### src/rtl/incubator_climate_ctrl.sv
// Incubator thermostat FSM with hysteresis, minimum actuator dwell and fan run-on; outputs registered, 1-cycle latency.
// No backpressure: decisions only on temp_valid cycles. Optional sticky alarm enabled by defining INCUBATOR_ALARM_EN.
module incubator_climate_ctrl #(
    parameter int TEMP_W    = 8,
    parameter int LOW_TH    = 25,
    parameter int HIGH_TH   = 36,
    parameter int HYST      = 2,
    parameter int MIN_DWELL = 16,
    parameter int FAN_RUNON = 8
`ifdef INCUBATOR_ALARM_EN
    ,
    parameter int ALARM_LO  = 15,
    parameter int ALARM_HI  = 45
`endif
) (
    input  logic              clk,
    input  logic              rst,
    input  logic [TEMP_W-1:0] temp,
    input  logic              temp_valid,
    output logic              heater,
    output logic              cooler,
    output logic              fan,
    output logic [1:0]        state_o
`ifdef INCUBATOR_ALARM_EN
    ,
    output logic              alarm,
    input  logic              alarm_clr
`endif
);

    typedef enum logic [1:0] {
        IDLE  = 2'd0,
        COOL  = 2'd1,
        HEAT  = 2'd2,
        RUNON = 2'd3
    } state_t;

    localparam int DW = $clog2(MIN_DWELL + 1);
    localparam int RW = (FAN_RUNON > 1) ? $clog2(FAN_RUNON) : 1;
    localparam logic [DW-1:0] DWELL_MAX  = DW'(MIN_DWELL);
    localparam logic [RW-1:0] RUNON_LAST = RW'(FAN_RUNON - 1);

    // Thresholds held one bit wider than temp so the hysteresis offsets cannot wrap.
    localparam logic [TEMP_W:0] LOW_T     = (TEMP_W+1)'(LOW_TH);
    localparam logic [TEMP_W:0] HIGH_T    = (TEMP_W+1)'(HIGH_TH);
    localparam logic [TEMP_W:0] HEAT_EXIT = (TEMP_W+1)'(LOW_TH + HYST);
    localparam logic [TEMP_W:0] COOL_EXIT = (HIGH_TH > HYST) ? (TEMP_W+1)'(HIGH_TH - HYST) : '0;

    state_t          state, state_n;
    logic [DW-1:0]   dwell_cnt, dwell_n;
    logic [RW-1:0]   runon_cnt, runon_n;
    logic            heater_n, cooler_n, fan_n;
    logic [TEMP_W:0] temp_x;
    logic            too_cold, too_hot;

    assign temp_x   = {1'b0, temp};
    assign too_cold = temp_valid && (temp_x < LOW_T);
    assign too_hot  = temp_valid && (temp_x > HIGH_T);
    assign state_o  = state;

    always_comb begin
        state_n  = state;
        dwell_n  = dwell_cnt;
        runon_n  = runon_cnt;
        heater_n = 1'b0;
        cooler_n = 1'b0;
        fan_n    = 1'b0;

        case (state)
            IDLE: begin
                if (too_cold)     state_n = HEAT;
                else if (too_hot) state_n = COOL;
            end
            HEAT: begin
                if (dwell_cnt == DWELL_MAX && temp_valid && temp_x >= HEAT_EXIT)
                    state_n = RUNON;
            end
            COOL: begin
                if (dwell_cnt == DWELL_MAX && temp_valid && temp_x <= COOL_EXIT)
                    state_n = RUNON;
            end
            RUNON: begin
                // Fresh demand takes priority over run-on expiry.
                if (too_cold)                     state_n = HEAT;
                else if (too_hot)                 state_n = COOL;
                else if (runon_cnt == RUNON_LAST) state_n = IDLE;
            end
            default: state_n = IDLE;
        endcase

        if (state_n != state) begin
            dwell_n = '0;
            runon_n = '0;
        end else if ((state == HEAT || state == COOL) && dwell_cnt != DWELL_MAX) begin
            dwell_n = dwell_cnt + 1'b1;
        end else if (state == RUNON) begin
            runon_n = runon_cnt + 1'b1;
        end

        case (state_n)
            COOL:    begin cooler_n = 1'b1; fan_n = 1'b1; end
            HEAT:    begin heater_n = 1'b1; fan_n = 1'b1; end
            RUNON:   fan_n = 1'b1;
            default: ;
        endcase
    end

    always_ff @(posedge clk) begin
        if (rst) begin
            state     <= IDLE;
            dwell_cnt <= '0;
            runon_cnt <= '0;
            heater    <= 1'b0;
            cooler    <= 1'b0;
            fan       <= 1'b0;
        end else begin
            state     <= state_n;
            dwell_cnt <= dwell_n;
            runon_cnt <= runon_n;
            heater    <= heater_n;
            cooler    <= cooler_n;
            fan       <= fan_n;
        end
    end

`ifdef INCUBATOR_ALARM_EN
    localparam logic [TEMP_W:0] ALARM_LO_T = (TEMP_W+1)'(ALARM_LO);
    localparam logic [TEMP_W:0] ALARM_HI_T = (TEMP_W+1)'(ALARM_HI);

    logic alarm_set;
    assign alarm_set = temp_valid && (temp_x < ALARM_LO_T || temp_x > ALARM_HI_T);

    // Set wins over clear so a persisting fault cannot be acknowledged away.
    always_ff @(posedge clk) begin
        if (rst)            alarm <= 1'b0;
        else if (alarm_set) alarm <= 1'b1;
        else if (alarm_clr) alarm <= 1'b0;
    end
`endif

endmodule
### config.mk
export PLATFORM = sky130hd
export DESIGN_NAME = incubator_climate_ctrl
export DESIGN_NICKNAME = d
export VERILOG_FILES = /design/src/rtl/incubator_climate_ctrl.sv
export SDC_FILE = /design/constraint.sdc
export NUM_CORES = 1
export LEC_CHECK = 0
export BUFFER_PORTS_ARGS = -buffer_cell sky130_fd_sc_hd__buf_2
export CORE_MARGIN = 1
export CORE_UTILIZATION = 40
export DETAILED_ROUTE_END_ITERATION = 10
export PLACE_DENSITY = 0.64
export REMOVE_ABC_BUFFERS = 1
export SLEW_MARGIN = 15
export SYNTH_ARGS = -nofsm -noshare
export SYNTH_HDL_FRONTEND = slang
export SYNTH_SLANG_ARGS = --single-unit
### constraint.sdc
create_clock -name clk -period 3.5 [get_ports clk]
set_input_delay 0.175 -clock clk [delete_from_list [all_inputs] [get_ports clk]]
set_output_delay 0.175 -clock clk [all_outputs]
set_load 0.05 [all_outputs]
==> results of run 1 <==
## report_power, final
| part | internal [mW] | leakage, nW | total [mW] | switching, mW |
|---|---|---|---|---|
| Clock | 0.0441 | 0.0150 | 0.0907 | 0.0467 |
| Sequential | 0.174 | 0.106 | 0.195 | 0.0207 |
| Combinational | 0.127 | 0.311 | 0.399 | 0.272 |
## logic make-up (layout without fill, tap and decap cells)
| kind of cell | after synthesis | count (layout) | share of synthesized area |
|---|---|---|---|
| AOI/OAI and AO/OA | 32 | 32 | 0.305 |
| muxes | 3 | 3 | 0.0325 |
| and+or+nand+nor | 26 | 26 | 0.180 |
| adders and majority gates | 8 | 8 | 0.108 |
| DFF | 13 | 13 | 0.282 |
| buffers and inverters | 9 | 27 | 0.0447 |
| xor gates and xnor gates | 5 | 5 | 0.0474 |
## sequential cells by signal (all words and copies together) (netlist names)
register   flops
runon_cnt      3
cooler         1
state_o        2
heater         1
fan            1
dwell_cnt      5
## worst paths after layout
| check | from | endpoint | slack, ns | depth (start not counted) |
|---|---|---|---|---|
| setup / recovery | state_o[0] | runon_cnt[2] | 1.21 | 7 |
| hold / removal | rst | fan | 0.13 | 2 |
| hold reg to reg | runon_cnt[2] | runon_cnt[2] | 0.58 | 2 |
| setup reg to reg | state_o[0] | runon_cnt[2] | 1.21 | 7 |
## final cells by class
cell class                      count  area [um2]
Fill cell                         223        1140
Multi-Input combinational cell     74         622
Sequential cell                    13         260
Timing Repair Buffer               15        75.1
Tap cell                           28        35.0
Inverter                            8        30.0
Clock buffer                        4        26.3
## cells in the final DEF, fill, tap and decap left out, types with 2 or more instances in the layout
| cell | instances |
|---|---|
| a21o_1 | 3 |
| inv_1 | 8 |
| a31oi_1 | 2 |
| nor2_1 | 6 |
| o21ai_0 | 3 |
| nor3_1 | 2 |
| a21oi_1 | 5 |
| clkbuf_4 | 3 |
| dfxtp_1 | 13 |
| mux2i_1 | 3 |
| nand2_1 | 3 |
| o21a_1 | 2 |
| buf_2 | 15 |
| a211oi_2 | 8 |
| ha_1 | 8 |
| xor2_1 | 4 |
| nor3b_1 | 4 |
| nand4_1 | 2 |
## layer usage
metal | share of wire | vias to the layer above | GRT usage
li1 | - | 405 | -
met1 | 0.49 | 370 | 0.222
met2 | 0.46 | 19 | 0.284
met3 | 0.035 | 2 | 0.0370
met4 | 0.012 | 0 | 0.0905
met5 | 0 | - | 0
## per-stage QoR
step	setup WS, ns	hold slack, ns	utilization	power, mW
5_1_grt	0.983	0.143	0.479	0.744
6_report	1.21	0.133	0.479	0.685
4_1_cts	1.21	0.125	0.479	0.688
3_3_place_gp	1.33	0.409	0.467	0.587
2_1_floorplan	1.09	0.244	-	0.509
3_5_place_dp	1.21	0.415	0.467	0.597
==> run_results.csv, run 1 <==
group,metric,value,unit
min_path,hp-class,"in2reg",
route,ant_nets,0,
cts,clock-root-buffer,"clkbuf_4",
sta,worst_pin_slew,0.918,ns
yosys,synth-edff-count,0,
sta,max_slew_margin,0.384,
setup_path,cp_top_family,"compound AO/OA/AOI/OAI gates",
setup_path,critPathArrivalTime,2.42,ns
route,wl,1.87,mm
place,finalWeightedCongestion,0.877,
sta,hold_viol,0,
yosys,syn_inst,96,
grt,grt_util_all_layers,0.178,
setup_path,path_max_fanout,8,
floorplanning,fp-row-count,17,
cts,cts_inserted_buffers,3,
sta,slew_violations,0,
grt,grt_max_degree,9,
grt,grt-ovfl-total,0,
yosys,yosys-top-cells-area,"dfxtp_1 28%, a211oi_2 11%, ha_1 11%",
sta,post-route-period-util,0.655,
setup_path,critPathBufInv,1,
cts,clk_path_buf_depth,2,
grt,grt_pass1_wl,3.43,mm
grt,antenna_found_initial,0,
sta,fin_skew,0.00208,ns
yosys,synthTopCellsByCount,"13 x dfxtp_1, 8 x a211oi_2, 8 x ha_1, 8 x inv_1, 6 x nor2_1",
setup_path,worstSetupEndpointType,"flop",
yosys,ys_ff_latch,13,
sta,fmax,436,MHz
cts,ctsHtreeMaxLevel,1,
yosys,synth_warnings,0,
finish,instances_no_fill,142,
cts,clk_latency,0.27,ns
setup_path,cp.required,3.62,ns
yosys,yosysSeqAreaShare,0.282,
setup_path,startpoint_type,"flop",
route,dr.pass1.iters,4,
setup_path,slowest_delay,0.48,ns
place,port_buffers,15,
yosys,synth.avg_cell_area,9.62,um2
setup_path,path_cells,"inv_1, ha_1, nor2_1, o21ai_0, o32a_1, o221ai_2, a211oi_2",
route,drc,0,
place,post-place-cells,138,
floorplanning,die_h,50.0,um
outcome,status,"completed",
grt,grt_pass1_vias,831,
floorplanning,die_width,50.0,um
floorplanning,dieArea,2500,um2
finish,n_antenna_cell,0,
cts,ctsHoldBuffers,0,
route,wire_per_inst,13.2,um
yosys,async_reset_ff_frac,0,
cts,cts_resized,0,
cts,clk_pin_slew,0.08,ns
job,maxCapViolations,0,
cts,cts_sinks,13,
sta,min_period,2.29,ns
place,dpl.hpwl,1.50,mm
place,dpl_cell_area,1020,um2
pwr,vdd_ir_drop_max,0.394,mV
route,drtIter0Drc,11,
finish,num-nets-final,134,
setup_path,slowest_stage,"o221ai_2",
route,viasPerCell,5.61,
yosys,synth_most_common_cell,"dfxtp_1",
cts,cts_tree,"yes",
sta,rsz0062_at_grt,"false",
yosys,ys.flop_type,"dfxtp_1",
sta,finalSetupViolations,0,
yosys,synth_largest_area_cell,"dfxtp_1",
finish,drive_gt1_frac,0.272,
pwr,p_per_area,653,nW/um2
pwr,leakagePower,0.432,nW
yosys,synth_area,923,um2
floorplanning,coreArea,2190,um2
yosys,synth_cell_types,36,
finish,syn_to_final_growth,13.6,%
finish,finish.instance_area,1050,um2
route,vias,796,
sta,tns,0,ns
floorplanning,ioPinCount,16,
yosys,synth_top_area_frac,0.282,
floorplanning,initial_core_util,0.421,
setup_path,worstSetupPathType,"reg2reg",
cts,postCtsSetupRepairBufs,0,
Note: power is estimated with default switching activity, not from simulation.
==> inputs of run 2 (changes only) <==
Settings changed: PLACE_DENSITY 0.64 to 0.67.
Clock period 3.5 ns to 2.1 ns, I/O delays scaled along.
==> run 2 against run 1 <==
  * Cell count rose by 2.1%
  * Clock skew fell by 0.00068 ns
  * Sequential power rose by 64%
  * Worst setup slack got worse by 1.1 ns
  * Cell area rose by 3.2%
  * Non-clock buffer count rose by 3
  * Global-route usage fell by 0.78 points
  * Fmax rose by 16%
  * Register-to-register slack got worse by 1.1 ns
  * Largest cell class unchanged
  * Via count rose by 4.4%
  * Clock power rose by 65%
==> run_results.csv, run 2 (synthesized netlist as in run 1, its figures left out) <==
group,metric,value,unit
outcome,status,"completed",
route,drc,0,
finish,num-nets-final,137,
setup_path,timing.rr.start,"state_o[0]",
min_path,min_to,"state_o[0]",
pwr,p_per_area,1090,nW/um2
setup_path,critPathArrivalTime,2.12,ns
grt,grt_pass1_vias,718,
sta,min_period,1.98,ns
sta,slew_violations,0,
setup_path,cp_top_family,"compound AO/OA/AOI/OAI gates",
route,wire_per_inst,13.4,um
pwr,leakagePower,0.449,nW
place,dpl_cell_area,1040,um2
route,dr.pass1.iters,4,
cts,cts_sinks,13,
place,dpl.hpwl,1.51,mm
cts,cts_inserted_buffers,3,
min_path,min_from,"rst",
floorplanning,die_h,50.0,um
setup_path,startpoint_type,"flop",
grt,grt-ovfl-total,0,
setup_path,cp.required,2.24,ns
place,place_ws,0.0129,ns
setup_path,r2r_setup_slack,0.12,ns
sta,worst_pin_slew,0.526,ns
finish,largest_reg_flops,5,
cts,clock-root-buffer,"clkbuf_4",
pwr,vdd_ir_drop_max,0.666,mV
pwr,finalPower,1.19,mW
sta,max_slew_margin,0.649,
min_path,hold_depth,2,
setup_path,worstSetupPathType,"reg2reg",
cts,clk_latency,0.27,ns
floorplanning,fp-row-count,17,
floorplanning,die_width,50.0,um
route,viasPerCell,5.73,
sta,fmax,506,MHz
finish,regMostFlops,"dwell_cnt",
sta,hold_viol,0,
finish,syn_to_final_growth,17.2,%
cts,clk_pin_slew,0.08,ns
grt,antenna_found_initial,0,
cts,postCtsSetupRepairBufs,0,
setup_path,path_cells,"inv_1, ha_1, nor2_1, o21ai_0, o32a_1, o221ai_2, buf_4, a211oi_2",
setup_path,path_max_fanout,8,
job,maxCapViolations,0,
setup_path,r2r-end,"dwell_cnt[1]",
place,port_buffers,15,
finish,layout_commonest_cell,"buf_2",
floorplanning,initial_core_util,0.421,
finish,finish.instance_area,1080,um2
setup_path,slowest_delay,0.41,ns
setup_path,critPathBufInv,2,
floorplanning,coreArea,2190,um2
setup_path,rr_worst_depth,8,
sta,finalSetupViolations,0,
grt,grt_pass1_wl,3.29,mm
route,wl,1.94,mm
min_path,hp-class,"in2reg",
place,finalWeightedCongestion,0.853,
route,drtIter0Drc,22,
route,ant_nets,0,
sta,fin_skew,0.00140,ns
sta,rsz0062_at_grt,"false",
grt,grt_max_degree,9,
cts,ctsHtreeMaxLevel,1,
cts,clk_path_buf_depth,2,
sta,setup_ws,0.124,ns
finish,final_cell_mix,"15 x buf_2, 12 x dfxtp_1, 8 x inv_1, 8 x a211oi_2, 8 x ha_1",
setup_path,slowest_stage,"dfxtp_2",
floorplanning,dieArea,2500,um2
setup_path,worstSetupEndpointType,"flop",
route,vias,831,
floorplanning,ioPinCount,16,
finish,drive_gt1_frac,0.316,
sta,post-route-period-util,0.941,
cts,cts_tree,"yes",
finish,n_antenna_cell,0,
grt,grt_util_all_layers,0.170,
==> run 2: repair_timing <==
| action | CTS | global route |
|---|---|---|
| endpoints found under the setup margin | 0 | 8 |
| hold buffers | 0 | 0 |
| gates resized for setup | 0 | 3 |
==> run 2: metrics by stage <==
stage	setup TNS [ns]	util	instances	hold slack [ns]
after floorplan	-2.49	-	95	0.174
after global placement	-0.120	0.477	141	0.333
after detailed placement	0	0.477	141	0.344
after CTS	0	0.489	145	0.0501
after global routing	0	0.494	145	0.0606
final	0	0.494	145	0.0602
==> run 2: layout make-up <==
class	count	area (um2)
timing repair buffer	18	97.6
inverter	8	30.0
multi-input combinational	74	632
tap	28	35.0
clock buffer	4	26.3
fill	196	1110
sequential	13	262
==> run 2: power breakdown <==
group | internal, mW | leakage (nW) | switching, mW | total, mW
clock network | 0.0735 | 0.0150 | 0.0762 | 0.150
logic | 0.244 | 0.327 | 0.473 | 0.716
registers | 0.292 | 0.106 | 0.0274 | 0.319
==> run 2: routing by layer <==
| metal | vias up | global-route usage | part of all wire |
|---|---|---|---|
| met5 | - | 0 | 0 |
| met1 | 386 | 0.225 | 0.49 |
| met4 | 0 | 0.0571 | 0.0021 |
| li1 | 414 | - | - |
| met2 | 29 | 0.276 | 0.46 |
| met3 | 2 | 0.0278 | 0.050 |
==> run 2: worst max-delay path by stage <==
stage	from	endpoint	slack, ns	cells past startpoint
finish	state_o[0]	dwell_cnt[1]	0.12	8
global placement	state_o[0]	dwell_cnt[0]	-0.02	8
CTS	state_o[0]	dwell_cnt[1]	0.02	8
floorplan	state_o[0]	dwell_cnt[0]	-0.31	7
detailed placement	temp[7]	dwell_cnt[4]	0.01	6
global route	state_o[0]	runon_cnt[0]	0.001	8
